## config.mk

```make
export PLATFORM = sky130hd
export DESIGN_NAME = edge_event_arbiter
export DESIGN_NICKNAME = d
export VERILOG_FILES = /design/src/rtl/edge_event_arbiter.sv
export SDC_FILE = /design/constraint.sdc
export NUM_CORES = 1
export LEC_CHECK = 0
export ABC_AREA = 1
export CORE_MARGIN = 1.5
export CORE_UTILIZATION = 35
export DETAILED_ROUTE_END_ITERATION = 10
export HOLD_SLACK_MARGIN = 0.08
export MAX_ROUTING_LAYER = met4
export SYNTH_ARGS = -nofsm -noshare
export SYNTH_HDL_FRONTEND = slang
export SYNTH_SLANG_ARGS = --single-unit
```

## constraint.sdc

```tcl
create_clock -name clk -period 2.9 [get_ports clk]
set_input_delay 0.435 -clock clk [delete_from_list [all_inputs] [get_ports clk]]
set_output_delay 0.435 -clock clk [all_outputs]
set_load 0.1 [all_outputs]
```

## src/rtl/edge_event_arbiter.sv

```systemverilog
// edge_event_arbiter
//   Samples Width level inputs on a programmable strobe and detects both edges
//   on every channel. Each detected edge sets that channel's pending flag.
//   Pending channels are served round-robin and offered one at a time on a
//   single valid/ready event channel.
//
// Ports
//   clk, sres            clock (rising edge), asynchronous active-high reset
//   enable               lets the sample divider run; arbitration continues when low
//   sample_div           strobe period minus one (0 = strobe every cycle)
//   clear_all            synchronous clear of pending, overflow and the offer FSM
//   Level_In             level inputs, already synchronous to clk
//   evt_ready            consumer accepts the offered event
//   evt_valid/idx/level  offered event: channel and its level after the edge
//   pending              per-channel event awaiting service
//   overflow             sticky: an edge arrived while the channel was already pending
module edge_event_arbiter #(
  parameter int unsigned Width     = 4,
  parameter int unsigned Idx_Width = 2,
  parameter int unsigned Div_Width = 8
) (
  input  logic                 clk,
  input  logic                 sres,
  input  logic                 enable,
  input  logic [Div_Width-1:0] sample_div,
  input  logic                 clear_all,
  input  logic [Width-1:0]     Level_In,
  input  logic                 evt_ready,
  output logic                 evt_valid,
  output logic [Idx_Width-1:0] evt_idx,
  output logic                 evt_level,
  output logic [Width-1:0]     pending,
  output logic [Width-1:0]     overflow
);

  localparam logic [0:0] StIdle  = 1'b0;
  localparam logic [0:0] StOffer = 1'b1;

  // Start the first search at channel 0.
  localparam logic [Idx_Width-1:0] LastInit = Idx_Width'(Width - 1);

  logic [Div_Width-1:0] div_cnt_q, div_cnt_d;
  logic [Width-1:0]     level_delay_q, level_delay_d;
  logic                 primed_q, primed_d;
  logic [Width-1:0]     pending_q, pending_d;
  logic [Width-1:0]     overflow_q, overflow_d;
  logic [0:0]           state_q, state_d;
  logic [Idx_Width-1:0] evt_idx_q, evt_idx_d;
  logic                 evt_level_q, evt_level_d;
  logic [Idx_Width-1:0] last_grant_q, last_grant_d;

  logic                 strobe;
  logic [Width-1:0]     edges;
  logic                 handshake;
  logic [Width-1:0]     hs_vec;
  logic [Idx_Width-1:0] sel_idx;
  logic                 sel_found;
  int unsigned          cand;
  logic [Idx_Width-1:0] cand_idx;

  // Sample divider and edge detection
  always_comb begin
    strobe    = enable && (div_cnt_q == sample_div);
    div_cnt_d = div_cnt_q;
    if (enable) begin
      div_cnt_d = strobe ? '0 : div_cnt_q + Div_Width'(1);
    end
    level_delay_d = strobe ? Level_In : level_delay_q;
    primed_d      = primed_q | strobe;
    // The priming strobe only captures a reference level.
    edges = (strobe && primed_q) ? (Level_In ^ level_delay_q) : '0;
  end

  // Pending / overflow bookkeeping
  always_comb begin
    handshake = (state_q == StOffer) && evt_ready;
    hs_vec    = '0;
    if (handshake) begin
      hs_vec[evt_idx_q] = 1'b1;
    end
    // An edge on the channel being handed over re-arms it without overflow.
    pending_d  = clear_all ? '0 : ((pending_q & ~hs_vec) | edges);
    overflow_d = clear_all ? '0 : (overflow_q | (edges & pending_q & ~hs_vec));
  end

  // Round-robin search starting just after the last granted channel
  always_comb begin
    sel_idx   = '0;
    sel_found = 1'b0;
    cand      = 0;
    cand_idx  = '0;
    for (int unsigned off = 1; off <= Width; off++) begin
      cand     = (32'(last_grant_q) + off) % Width;
      cand_idx = Idx_Width'(cand);
      if (!sel_found && pending_q[cand_idx]) begin
        sel_found = 1'b1;
        sel_idx   = cand_idx;
      end
    end
  end

  // Offer FSM
  always_comb begin
    state_d      = state_q;
    evt_idx_d    = evt_idx_q;
    evt_level_d  = evt_level_q;
    last_grant_d = last_grant_q;
    if (clear_all) begin
      state_d = StIdle;
    end else if (state_q == StIdle) begin
      if (sel_found) begin
        state_d     = StOffer;
        evt_idx_d   = sel_idx;
        evt_level_d = level_delay_q[sel_idx];
      end
    end else if (evt_ready) begin
      state_d      = StIdle;
      last_grant_d = evt_idx_q;
    end
  end

  always_ff @(posedge clk or posedge sres) begin
    if (sres) begin
      div_cnt_q     <= '0;
      level_delay_q <= '0;
      primed_q      <= 1'b0;
      pending_q     <= '0;
      overflow_q    <= '0;
      state_q       <= StIdle;
      evt_idx_q     <= '0;
      evt_level_q   <= 1'b0;
      last_grant_q  <= LastInit;
    end else begin
      div_cnt_q     <= div_cnt_d;
      level_delay_q <= level_delay_d;
      primed_q      <= primed_d;
      pending_q     <= pending_d;
      overflow_q    <= overflow_d;
      state_q       <= state_d;
      evt_idx_q     <= evt_idx_d;
      evt_level_q   <= evt_level_d;
      last_grant_q  <= last_grant_d;
    end
  end

  assign evt_valid = (state_q == StOffer);
  assign evt_idx   = evt_idx_q;
  assign evt_level = evt_level_q;
  assign pending   = pending_q;
  assign overflow  = overflow_q;

endmodule

```

==> results.json <==
{
  "status": "complete, but fails checks",
  "violations": "design-rule violations",
  "skew_ns": 0.00677,
  "crit_required_ns": 3.08,
  "io_buffer_count": 28,
  "overflow": 0,
  "critPathMaxFanout": 13,
  "synth_ff_type": "dfrtp_1",
  "place_ws_ns": 0.735,
  "layout.nets": 268,
  "cts_resized": 0,
  "drtIter0Drc": 91,
  "synth-edff-count": 0,
  "grt_pass1_vias": 1311,
  "grt_max_degree": 28,
  "die_w_microns": 71.6,
  "hp-class": "flip-flop to flip-flop",
  "syn_avg_cell_area_sq_um": 7.51,
  "core-area_sq_um": 4440,
  "syn_inst": 219,
  "via_per_inst": 4.82,
  "seqCellArea_sq_um": 678,
  "reg2reg_to": "evt_level$_DFFE_PP0P_",
  "syn_nets": 237,
  "clock-sinks": 27,
  "antenna_found_initial": 0,
  "report.final.slew_viol_count": 0,
  "fin_crit_sh": 0.642,
  "finalNonFillerCells": 301,
  "dp.cells": 297,
  "clockRootBuffer": "clkbuf_8",
  "initial_core_util": 0.370,
  "async_flop_share": 1.00,
  "mostFrequentLayoutCell": "nand2_1",
  "fmax_mhz": 537,
  "cts_tree": "done",
  "multi_input_area_sq_um": 820,
  "grt_first_pass_wirelength_mm": 5.90,
  "dpl.hpwl_mm": 2.68,
  "drt_wl_total_mm": 3.44,
  "firstDrtPassIters": 7,
  "period_minus_slack_ns": 1.86,
  "min_to": "primed_q$_DFF_PP0_",
  "worstHoldStart": "primed_q$_DFF_PP0_",
  "fp-row-count": 24,
  "p_leak_uw": 0.000968,
  "hold_buffers": 0,
  "yosysUniqueCellTypes": 34,
  "diodes": 0,
  "die_y_microns": 71.6,
  "final_cell_mix": "nand2_1, inv_1, dfrtp_1",
  "dieArea_sq_um": 5120,
  "setup_tns_ns": 0,
  "io_pins": 29,
  "area_delta_synth_final_pct": 20.9,
  "synth_seq_cells": 27,
  "yosysWarnings": 0,
  "grt_usage": 0.152,
  "cts_made_buffers": 3,
  "whs_path_depth": 2,
  "setup_ws_ns": 1.04,
  "powerDensity_nw_per_um2": 781,
  "vias": 1452,
  "finalHoldViolCount": 0,
  "criticalPathCategory": "input port to flip-flop",
  "layout-drive-gt1-share": 0.157,
  "max_cap_violations": 0,
  "drtAntennaViolNets": 0,
  "fillers": 451,
  "slew_headroom": 0.769,
  "cts.reportedPaths.clkPinSlew_ns": 0.09,
  "synthesis.area_sq_um": 1650,
  "rsz0062_at_grt": "false",
  "cp_data_arrival_time_ns": 2.04,
  "clk_latency_ns": 0.29,
  "h-tree-depth": 1,
  "gp_congestion": 0.776,
  "reg2reg_depth": 13,
  "worstMarginPinSlew_ns": 0.346,
  "endpoint_kind": "flip-flop",
  "cts_setup_buffers": 0,
  "rrSetupSlack_ns": 1.08,
  "finalInstanceArea_sq_um": 1990,
  "dpl_cell_area_sq_um": 1940,
  "peakVddDrop_mv": 0.459,
  "synth.yosys.seq_area_share": 0.412,
  "drt-wirelength-per-cell_microns": 11.4,
  "drc": 2,
  "cp-start-kind": "input port",
  "setup_violations": 0,
  "cts.path.max_buffers": 2,
  "r2r_start": "last_grant_q[0]$_DFFE_PP1P_"
}
==> kinds of logic after synthesis <==
kind of cell | Yosys count | share of synthesized area
AND/OR/NAND/NOR | 111 | 0.320
AO/OA/AOI/OAI | 38 | 0.138
buffers and inverters | 36 | 0.0897
flip-flops | 27 | 0.412
XOR/XNOR | 6 | 0.0319
adder cells (fa/ha/maj) | 1 | 0.00760
==> synthesized netlist by cell type, types with 2 or more instances <==
library cell   n  area share
nand2_2        9       0.034
nor3b_1        2      0.0091
a21oi_1       10       0.030
nand2_4        2       0.014
xor2_1         6       0.032
a31oi_1        4       0.015
dfstp_2        2       0.032
inv_2          4      0.0091
dfrtp_1       25        0.38
nand2_1       63        0.14
inv_1         29       0.066
nor3_1         3      0.0091
nand3_1       12       0.037
nand4_1        2      0.0076
o21a_1         5       0.023
nor2_1        13       0.030
o21ai_0       11       0.033
==> worst max path at each step <==
stage	slack, ns	end	startpoint
2_1_floorplan	0.97	evt_level$_DFFE_PP0P_	pending[0]$_DFF_PP0_
3_3_place_gp	0.75	div_cnt_q[6]$_DFFE_PP0P_	sample_div[7]
3_5_place_dp	0.74	div_cnt_q[6]$_DFFE_PP0P_	enable
4_1_cts	1.04	div_cnt_q[6]$_DFFE_PP0P_	enable
5_1_grt	0.86	evt_level$_DFFE_PP0P_	last_grant_q[0]$_DFFE_PP1P_
6_report	1.04	div_cnt_q[6]$_DFFE_PP0P_	enable
==> critical path, cell delays in order <==
cell and delay (ns):
clkdlybuf4s50_1 0.59, nand2_1 0.08, nor2_1 0.10, nand2_1 0.05, nor2_1 0.10, nand2_1 0.17, inv_1 0.32, a21oi_1 0.07
o21a_1 0.12
==> metal layers <==
metal	share of wire	GRT usage	vias up
met5	0	-	-
li1	-	-	757
met4	0.027	0.0692	0
met1	0.50	0.220	650
met3	0.049	0.0183	6
met2	0.42	0.214	39
==> metrics by stage <==
| stage | util | hold slack [ns] | total power (uW) |
|---|---|---|---|
| floorplan | - | 0.433 | 1170 |
| global placement | 0.438 | 0.453 | 1340 |
| detailed placement | 0.438 | 0.451 | 1340 |
| CTS | 0.448 | 0.476 | 1560 |
| global route | 0.448 | 0.516 | 1670 |
| finish | 0.448 | 0.468 | 1550 |
==> state kept, by name (all words and copies together), names as in the netlist <==
| name | cells |
|---|---|
| div_cnt_q | 8 |
| level_delay_q | 4 |
| overflow | 4 |
| pending | 4 |
| evt_idx | 2 |
| last_grant_q | 2 |
| evt_level | 1 |
| evt_valid | 1 |
| primed_q | 1 |
==> where the power goes <==
| group | switching (uW) | leakage (uW) | internal [uW] |
|---|---|---|---|
| logic | 498 | 0.000620 | 240 |
| clock network | 126 | 0.0000228 | 99.1 |
| registers | 108 | 0.000326 | 483 |
| total | 731 | 0.000968 | 822 |
==> area by class of cell <==
type,count,area share
multi-input cells,156,0.412
flip-flops and latches,27,0.341
repair buffers,29,0.130
inverters,33,0.0623
well taps,52,0.0327
clock buffers,4,0.0226
Note: power is estimated with default switching activity, not from simulation.
